## config.mk

```make
export PLATFORM = sky130hd
export DESIGN_NAME = id_ex_stage
export DESIGN_NICKNAME = d
export VERILOG_FILES = /design/src/rtl/id_ex_stage.sv
export SDC_FILE = /design/constraint.sdc
export NUM_CORES = 1
export LEC_CHECK = 0
export BUFFER_PORTS_ARGS = -buffer_cell sky130_fd_sc_hd__clkbuf_2
export CELL_PAD_IN_SITES_DETAIL_PLACEMENT = 1
export CELL_PAD_IN_SITES_GLOBAL_PLACEMENT = 1
export CORE_ASPECT_RATIO = 1.4
export CORE_MARGIN = 4
export CORE_UTILIZATION = 30
export CTS_BUF_LIST = sky130_fd_sc_hd__clkbuf_2 sky130_fd_sc_hd__clkbuf_4 sky130_fd_sc_hd__clkbuf_8
export DETAILED_ROUTE_END_ITERATION = 12
export PLACE_DENSITY_LB_ADDON = 0.15
export SLEW_MARGIN = 0
export SYNTH_ARGS = -nofsm -noshare
export SYNTH_HDL_FRONTEND = slang
export SYNTH_SLANG_ARGS = --single-unit
export TNS_END_PERCENT = 100
```

## constraint.sdc

```tcl
create_clock -name clk -period 2.3 [get_ports clk]
set_clock_uncertainty 0.1 [all_clocks]
set_input_delay 0.46 -clock clk [delete_from_list [all_inputs] [get_ports clk]]
set_output_delay 0.46 -clock clk [all_outputs]
set_load 0.05 [all_outputs]
```

## src/rtl/id_ex_stage.sv

```systemverilog
// ID/EX pipeline register: resolves forwarded ALU operands on the decode side and
// captures them into a two-entry skid buffer with registered ready/valid handshakes.
module id_ex_stage #(
    parameter int DATA_W = 32,
    parameter int OP_W   = 4
) (
    input  logic              clk,
    input  logic              rst_n,
    input  logic              in_valid,
    output logic              in_ready,
    input  logic [OP_W-1:0]   in_alu_op,
    input  logic [DATA_W-1:0] in_rs1_val,
    input  logic [DATA_W-1:0] in_rs2_val,
    input  logic [DATA_W-1:0] in_imm,
    input  logic              in_use_imm,
    input  logic [4:0]        in_rs1_addr,
    input  logic [4:0]        in_rs2_addr,
    input  logic [4:0]        in_rd_addr,
    input  logic              fwd_mem_en,
    input  logic [4:0]        fwd_mem_rd,
    input  logic [DATA_W-1:0] fwd_mem_data,
    input  logic              fwd_wb_en,
    input  logic [4:0]        fwd_wb_rd,
    input  logic [DATA_W-1:0] fwd_wb_data,
    input  logic              flush,
    output logic              out_valid,
    input  logic              out_ready,
    output logic [OP_W-1:0]   out_alu_op,
    output logic [DATA_W-1:0] out_a,
    output logic [DATA_W-1:0] out_b,
    output logic [4:0]        out_rd_addr
);

    typedef enum logic [1:0] {
        ST_EMPTY,
        ST_MAIN,
        ST_FULL
    } state_t;

    state_t state_q, state_d;

    logic [OP_W-1:0]   main_op,   skid_op;
    logic [DATA_W-1:0] main_a,    skid_a;
    logic [DATA_W-1:0] main_b,    skid_b;
    logic [4:0]        main_rd,   skid_rd;

    logic              accept, drain;
    logic              load_main_in, load_main_skid, load_skid;

    logic              mem_hit_a, wb_hit_a, mem_hit_b, wb_hit_b;
    logic [DATA_W-1:0] res_a, res_rs2, res_b;

    // x0 is hard-wired to zero, so a writeback targeting it must never be forwarded.
    assign mem_hit_a = fwd_mem_en && (in_rs1_addr != 5'd0) && (fwd_mem_rd == in_rs1_addr);
    assign wb_hit_a  = fwd_wb_en  && (in_rs1_addr != 5'd0) && (fwd_wb_rd  == in_rs1_addr);
    assign mem_hit_b = fwd_mem_en && (in_rs2_addr != 5'd0) && (fwd_mem_rd == in_rs2_addr);
    assign wb_hit_b  = fwd_wb_en  && (in_rs2_addr != 5'd0) && (fwd_wb_rd  == in_rs2_addr);

    assign res_a   = mem_hit_a ? fwd_mem_data : (wb_hit_a ? fwd_wb_data : in_rs1_val);
    assign res_rs2 = mem_hit_b ? fwd_mem_data : (wb_hit_b ? fwd_wb_data : in_rs2_val);
    assign res_b   = in_use_imm ? in_imm : res_rs2;

    assign accept = in_valid && in_ready;
    assign drain  = out_valid && out_ready;

    always_comb begin
        state_d        = state_q;
        load_main_in   = 1'b0;
        load_main_skid = 1'b0;
        load_skid      = 1'b0;
        if (flush) begin
            state_d = ST_EMPTY;
        end else begin
            case (state_q)
                ST_EMPTY: begin
                    if (accept) begin
                        load_main_in = 1'b1;
                        state_d      = ST_MAIN;
                    end
                end
                ST_MAIN: begin
                    if (accept && drain) begin
                        load_main_in = 1'b1;
                    end else if (accept) begin
                        load_skid = 1'b1;
                        state_d   = ST_FULL;
                    end else if (drain) begin
                        state_d = ST_EMPTY;
                    end
                end
                ST_FULL: begin
                    // in_ready is low here, so only the skid-to-main move can happen.
                    if (drain) begin
                        load_main_skid = 1'b1;
                        state_d        = ST_MAIN;
                    end
                end
                default: state_d = ST_EMPTY;
            endcase
        end
    end

    // Handshake flags are registered from the next state so out_ready never reaches in_ready combinationally.
    always_ff @(posedge clk or negedge rst_n) begin
        if (!rst_n) begin
            state_q   <= ST_EMPTY;
            out_valid <= 1'b0;
            in_ready  <= 1'b1;
        end else begin
            state_q   <= state_d;
            out_valid <= (state_d != ST_EMPTY);
            in_ready  <= (state_d != ST_FULL);
        end
    end

    always_ff @(posedge clk or negedge rst_n) begin
        if (!rst_n) begin
            main_op <= '0;
            main_a  <= '0;
            main_b  <= '0;
            main_rd <= '0;
        end else if (load_main_in) begin
            main_op <= in_alu_op;
            main_a  <= res_a;
            main_b  <= res_b;
            main_rd <= in_rd_addr;
        end else if (load_main_skid) begin
            main_op <= skid_op;
            main_a  <= skid_a;
            main_b  <= skid_b;
            main_rd <= skid_rd;
        end
    end

    always_ff @(posedge clk or negedge rst_n) begin
        if (!rst_n) begin
            skid_op <= '0;
            skid_a  <= '0;
            skid_b  <= '0;
            skid_rd <= '0;
        end else if (load_skid) begin
            skid_op <= in_alu_op;
            skid_a  <= res_a;
            skid_b  <= res_b;
            skid_rd <= in_rd_addr;
        end
    end

    assign out_alu_op  = main_op;
    assign out_a       = main_a;
    assign out_b       = main_b;
    assign out_rd_addr = main_rd;

endmodule

```

After elaboration in Yosys (flattened, before gate mapping). Index checks and enable logic that the tools add are counted. W data, S select, Z words.

Eq/ne operators: 7. Muxes and demuxes: 30. Reductions and logical operators: 16.

Operators by type and width (count): $mux W32 (9); $eq A5 B5 Y1 (4); $mux W2 (6); $logic_and A1 B1 Y1 (11); $mux W5 (2); $reduce_bool A5 Y1 (2); $mux W1 (9); $mux W4 (2); $pmux W2 S3 (1); $reduce_bool A2 Y1 (2); $eq A2 B1 Y1 const B (1); $eq A2 B2 Y1 const B (1); $logic_not A2 Y1 (1); $ne A2 B2 Y1 const B (1); $pmux W1 S2 (1).

Register bits: 150. Input bits: 197. Output and inout port bits: 75.

Logic depth before layout (Yosys ltp).
Word-level depth: 7. Mapped depth: 8.

Worst setup path after synthesis. OpenSTA, ideal clock, no wires.

Kind: register to register. Start point: reg in_ready. End point: reg main_b[19] (netlist: out_b[19]). Library setup time: 0.138 ns. Arrival time: 2.073 ns. Setup slack: -0.011 ns. Stages on the path, launching flop included: 7. Buffers on the path: 2. Cells stage by stage: dfstp_2 -> nand2_1 -> or3_1 -> clkbuf_1 -> nor2_2 -> clkbuf_1 -> a31oi_1.

Word-level cells in the longest chain between the ends: 6. Elaborated cells on any way between the ends: 8.

Ends and longest elaborated chain: start, declared (line 10) `output logic in_ready,`; start signal, assigned (line 112) `in_ready <= (state_d != ST_FULL);`; $logic_and A1 B1 Y1 (*) (line 63) `assign accept = in_valid && in_ready;`; $logic_and A1 B1 Y1 (line 82) `if (accept && drain) begin`; $mux W1 (line 82); $pmux W1 S2 (*) (line 74) `case (state_q)`; $mux W1 (*) (line 71) `if (flush) begin`; $mux W32 or $reduce_bool A2 Y1 (tied branches); end signal, assigned (line 125) `main_b <= res_b;`; end signal, assigned (line 130) `main_b <= skid_b;`; end, declared (line 44) `logic [DATA_W-1:0] main_b, skid_b;`.

Every way passes the cells marked *; elsewhere a longest branch is shown, timed or not. A chain may end at the register's enable or synchronous reset.

Worst setup path after layout.
Start point: reg in_ready. End point: reg main_a[28] (netlist: out_a[28]).

Word-level cells in the longest chain between the ends: 6. Elaborated cells on any way between the ends: 8.

Ends and longest elaborated chain: $logic_and A1 B1 Y1 (*) (line 63); $logic_and A1 B1 Y1 (line 82); $mux W1 (line 82); $pmux W1 S2 (*) (line 74); $mux W1 (*) (line 71); $mux W32 or $reduce_bool A2 Y1 (tied branches); end signal, assigned (line 124) `main_a <= res_a;`; end signal, assigned (line 129) `main_a <= skid_a;`; end, declared (line 43) `logic [DATA_W-1:0] main_a, skid_a;`.

Marks and branches as above.

==> impl_summary.md <==
Finish
The total number of nets in the final design is 1423. The share of cells above drive strength 1 is 36.75%. The most common cell after layout, fill and taps aside is sky130_fd_sc_hd__clkbuf_2. In the layout the commonest cells are 270 x sky130_fd_sc_hd__clkbuf_2, 149 x sky130_fd_sc_hd__dfrtp_1, 127 x sky130_fd_sc_hd__nand2_1, 82 x sky130_fd_sc_hd__buf_4, 66 x sky130_fd_sc_hd__nor2_1. The final-layout fill cell count is 3372. In the final layout, the multi-input gates occupy 4468 um2. The core utilization of the finished layout is 40.55%. The sequential cell area in the final layout is 3755 um2.

Compared with the post-synthesis result, the final layout area differs by 33.35%. Leaving out filler cells and counting taps, the final layout contains 1617.

Drt
Summed over all nets, wire length on met2 after detailed routing comes to 21780 um. In the final routed layout, each cell accounts on average for 25.61 um. The detailed router used layers up to and including met5.

The number of iterations in the first detailed-routing pass is 5. For this block, wires on met1 add up to 15640 um. Detailed routing inserted a total of 9147 vias. For this block, the routed nets add up to 41410 um of wire. The routed via count divided by cell count is 5.657. For this run, design rule violations remaining after detail routing come to 0. After detailed routing, the met3 layer carries 2531 um of wire. The detailed router finished its first iteration with 517 violations. The number of nets with antenna violations after detailed routing is 0.

Critical path
At the worst endpoint, the arrival time is 2430 ps. Along the worst path, the maximum fanout reaches 31. STA classifies the critical path endpoint as a flip-flop. STA classifies the critical path startpoint as a flip-flop. Setup slack on the worst reg-to-reg path comes out at 140 ps.

The type of the worst setup path is flip-flop to flip-flop. The data required time of the worst path is 2570 ps.

Synthesis
Counting flops with a built-in enable in the synthesized netlist gives 0. After synthesis, flip-flops and latches occupy 43.61% of the total area. The flip-flop and latch count after synthesis is 150.

The synthesized netlist devotes 2.136% of its cell area to XOR and XNOR gates. The dominant combinational cell family by area after synthesis is compound AO/OA/AOI/OAI gates. The number of cells produced by synthesis is 937. Summing the areas of all compound-gate instances in the mapped netlist gives 33.67% of the synthesized area. The post-synthesis adder-cell area fraction is 0%. The yosys synthesis warning count is 0. In the post-synthesis netlist, the biggest area contributors are sky130_fd_sc_hd__dfrtp_1 43%, sky130_fd_sc_hd__nand2_1 5.5%, sky130_fd_sc_hd__a221oi_2 5.2%.

The synthesized netlist devotes 15.17% of its cell area to simple gates. The distinct cell type count after synthesis is 47. The proportion of netlist area held by the largest area contributor is 43.30%. The leading register cell type out of synthesis is sky130_fd_sc_hd__dfrtp_1. The synthesized netlist occupies a cell area of 8611 um2. After synthesis, the share of cell area in mux cells is 0%. A synthesized cell averages 9.190 um2.

Of all cell types, the one taking the most synthesized area is sky130_fd_sc_hd__dfrtp_1. In the synthesized netlist the async set-or-reset flop fraction comes to 100.0%. The number of nets handed over by synthesis was 1134.

Global route
The wire length of the first global-routing pass is 61020 um. The global-route usage over all layers is 25.90%. The number of global-route vias before repair was 9779. The pin count of the biggest net entering global routing is 65. The initial antenna violation count is 8.

The total grt overflow is 0.

Power
For this design the ratio of total power to cell area is 954.3 nW/um2. The reported leakage power is 4.847 nW. The worst vdd rail ir drop is 0.0003045 V.

Timing
Setup repair after global routing left no endpoint under its margin. The worst path uses 93.99% of the clock period. The transition time at the pin with the least slew margin is 746.0 ps. The number of hold violations in the final report came to 0. Counting I/O delays and the setup requirement, the final critical path takes 2162 ps. Hold is met by 96.15 ps. The accumulated negative setup slack is 0 ps. Measured against its own limit, the worst slew margin works out to 50.10%. The count of pins over their slew limit is 0. Derived from the worst setup path, the maximum achievable clock frequency is 462.6 MHz.

The setup violation total in the final timing report is 0. Setup slack closes at 138.3 ps.

Floorplanning
The row count is 73. The core area is 28310 um2. The floorplan step defined a die boundary enclosing 31520 um2. In this run the horizontal extent of the chip is 151.2 um. 272 I/O pins were placed. The y dimension of the die is 208.5 um.

The initial standard-cell utilization of the core is 30.41%.

Clocking
CTS saw 150 sinks. The clock latency on the worst-skew pair is 470 ps. After clock tree synthesis, the clock-pin slew on the worst setup and hold paths is 90 ps. The TritonCTS clock tree is yes. The tree is rooted in a sky130_fd_sc_hd__clkbuf_8. The clock tree synthesis step divided the H-tree into 4 levels. The number of buffers inserted during clock tree synthesis is 17. The maximum clock path buffer count is 2.

Placed design
The number of instances in the placed design is 1580. The count of buffers added on input and output ports is 271. Routability-driven placement finished with a final weighted congestion of 0.9063. The worst setup slack after placement is -474.4 ps. The total half-perimeter wirelength after legalization and detailed placement is 30810 um.

Run status
The flow ran to the end, and the final reports show no timing, DRC or antenna violations.

Run
The count of maximum capacitance violations is 0.

Hold path
The min-delay analysis places its worst path in the category input pin to flip-flop.
==> final timing paths <==
kind	start	to	depth (start not counted)
hold reg to reg	skid_rd[3]	skid_rd[3]	2
setup / recovery	in_ready	out_a[28]	6
setup reg to reg	in_ready	out_a[28]	6
min in group asynchronous	rst_n	state_q[0]	2
hold / removal	in_alu_op[0]	skid_op[0]	3
max in group asynchronous	rst_n	skid_a[18]	3
==> critical path: stages, from the launching register on <==
cell and delay (ps):
sky130_fd_sc_hd__dfstp_2 540, sky130_fd_sc_hd__nand2_1 80, sky130_fd_sc_hd__or3_1 440, sky130_fd_sc_hd__a21oi_4 250
sky130_fd_sc_hd__buf_12 240, sky130_fd_sc_hd__o22ai_1 110, sky130_fd_sc_hd__a211oi_1 290
==> state kept, by name (all words and copies together) (netlist names) <==
| signal | count |
|---|---|
| out_rd_addr | 5 |
| skid_a | 32 |
| skid_rd | 5 |
| in_ready | 1 |
| out_b | 32 |
| out_a | 32 |
| skid_b | 32 |
| skid_op | 4 |
| out_alu_op | 4 |
| state_q | 2 |
| out_valid | 1 |
==> report_power, final <==
group	total (mW)	internal [mW]	switching, mW
sequential	4.38	3.72	0.664
combinational	4.59	1.47	3.11
clock	1.99	0.902	1.09
total	11.0	6.09	4.86
==> kinds of logic after synthesis <==
| kind of cell | after synthesis |
|---|---|
| xor gates and xnor gates | 21 |
| DFF | 150 |
| buffers and inverters | 108 |
| and+or+nand+nor | 281 |
| AOI/OAI and AO/OA | 377 |
==> per-stage QoR <==
step | power [mW] | instance area (um2)
after floorplan | 7.425 | 8612
after detailed placement | 9.060 | 11080
final | 10.96 | 11480
after global routing | 11.60 | 11480
after global placement | 8.932 | 11080
after CTS | 11.04 | 11460
==> routing by layer <==
metal  GRT usage, %  vias up
met5              0        -
met4          9.700        8
met3          5.904       60
met2          46.32      300
met1          29.55     4561
li1               -     4218
==> synthesized netlist by cell type, types with 3 or more instances <==
master,count
sky130_fd_sc_hd__dfrtp_1,149
sky130_fd_sc_hd__nand2_1,127
sky130_fd_sc_hd__clkbuf_1,76
sky130_fd_sc_hd__nor2_1,68
sky130_fd_sc_hd__a31oi_1,64
sky130_fd_sc_hd__o22ai_1,64
sky130_fd_sc_hd__o21ai_0,36
sky130_fd_sc_hd__a211oi_1,32
sky130_fd_sc_hd__nor3_1,32
sky130_fd_sc_hd__o31ai_1,32
sky130_fd_sc_hd__a221oi_2,30
sky130_fd_sc_hd__o21ai_1,30
sky130_fd_sc_hd__and4_1,27
sky130_fd_sc_hd__o31a_1,26
sky130_fd_sc_hd__o41a_1,26
sky130_fd_sc_hd__buf_2,21
sky130_fd_sc_hd__xnor2_1,19
sky130_fd_sc_hd__o22a_1,18
sky130_fd_sc_hd__nand4_1,10
sky130_fd_sc_hd__a31o_2,6
sky130_fd_sc_hd__o41ai_1,6
sky130_fd_sc_hd__buf_4,3
sky130_fd_sc_hd__buf_6,3
==> area by class of cell <==
cell class              count  area share (%)
multi-input cells         680           38.91
clock buffers              20           2.288
diodes                      4         0.08717
repair buffers            375           20.98
clock inverters            11          0.8826
inverters                   2         0.06538
well taps                 375           4.086
flip-flops and latches    150           32.70
==> repair_timing <==
action / in CTS / in global routing
endpoints found under the hold margin: 44 / 0
endpoints found under the setup margin: 0 / 52
buffers inserted: 0 / 0
resized for setup: 0 / 1
hold buffers: 1 / 0
Power figures use the tool's default switching activity.
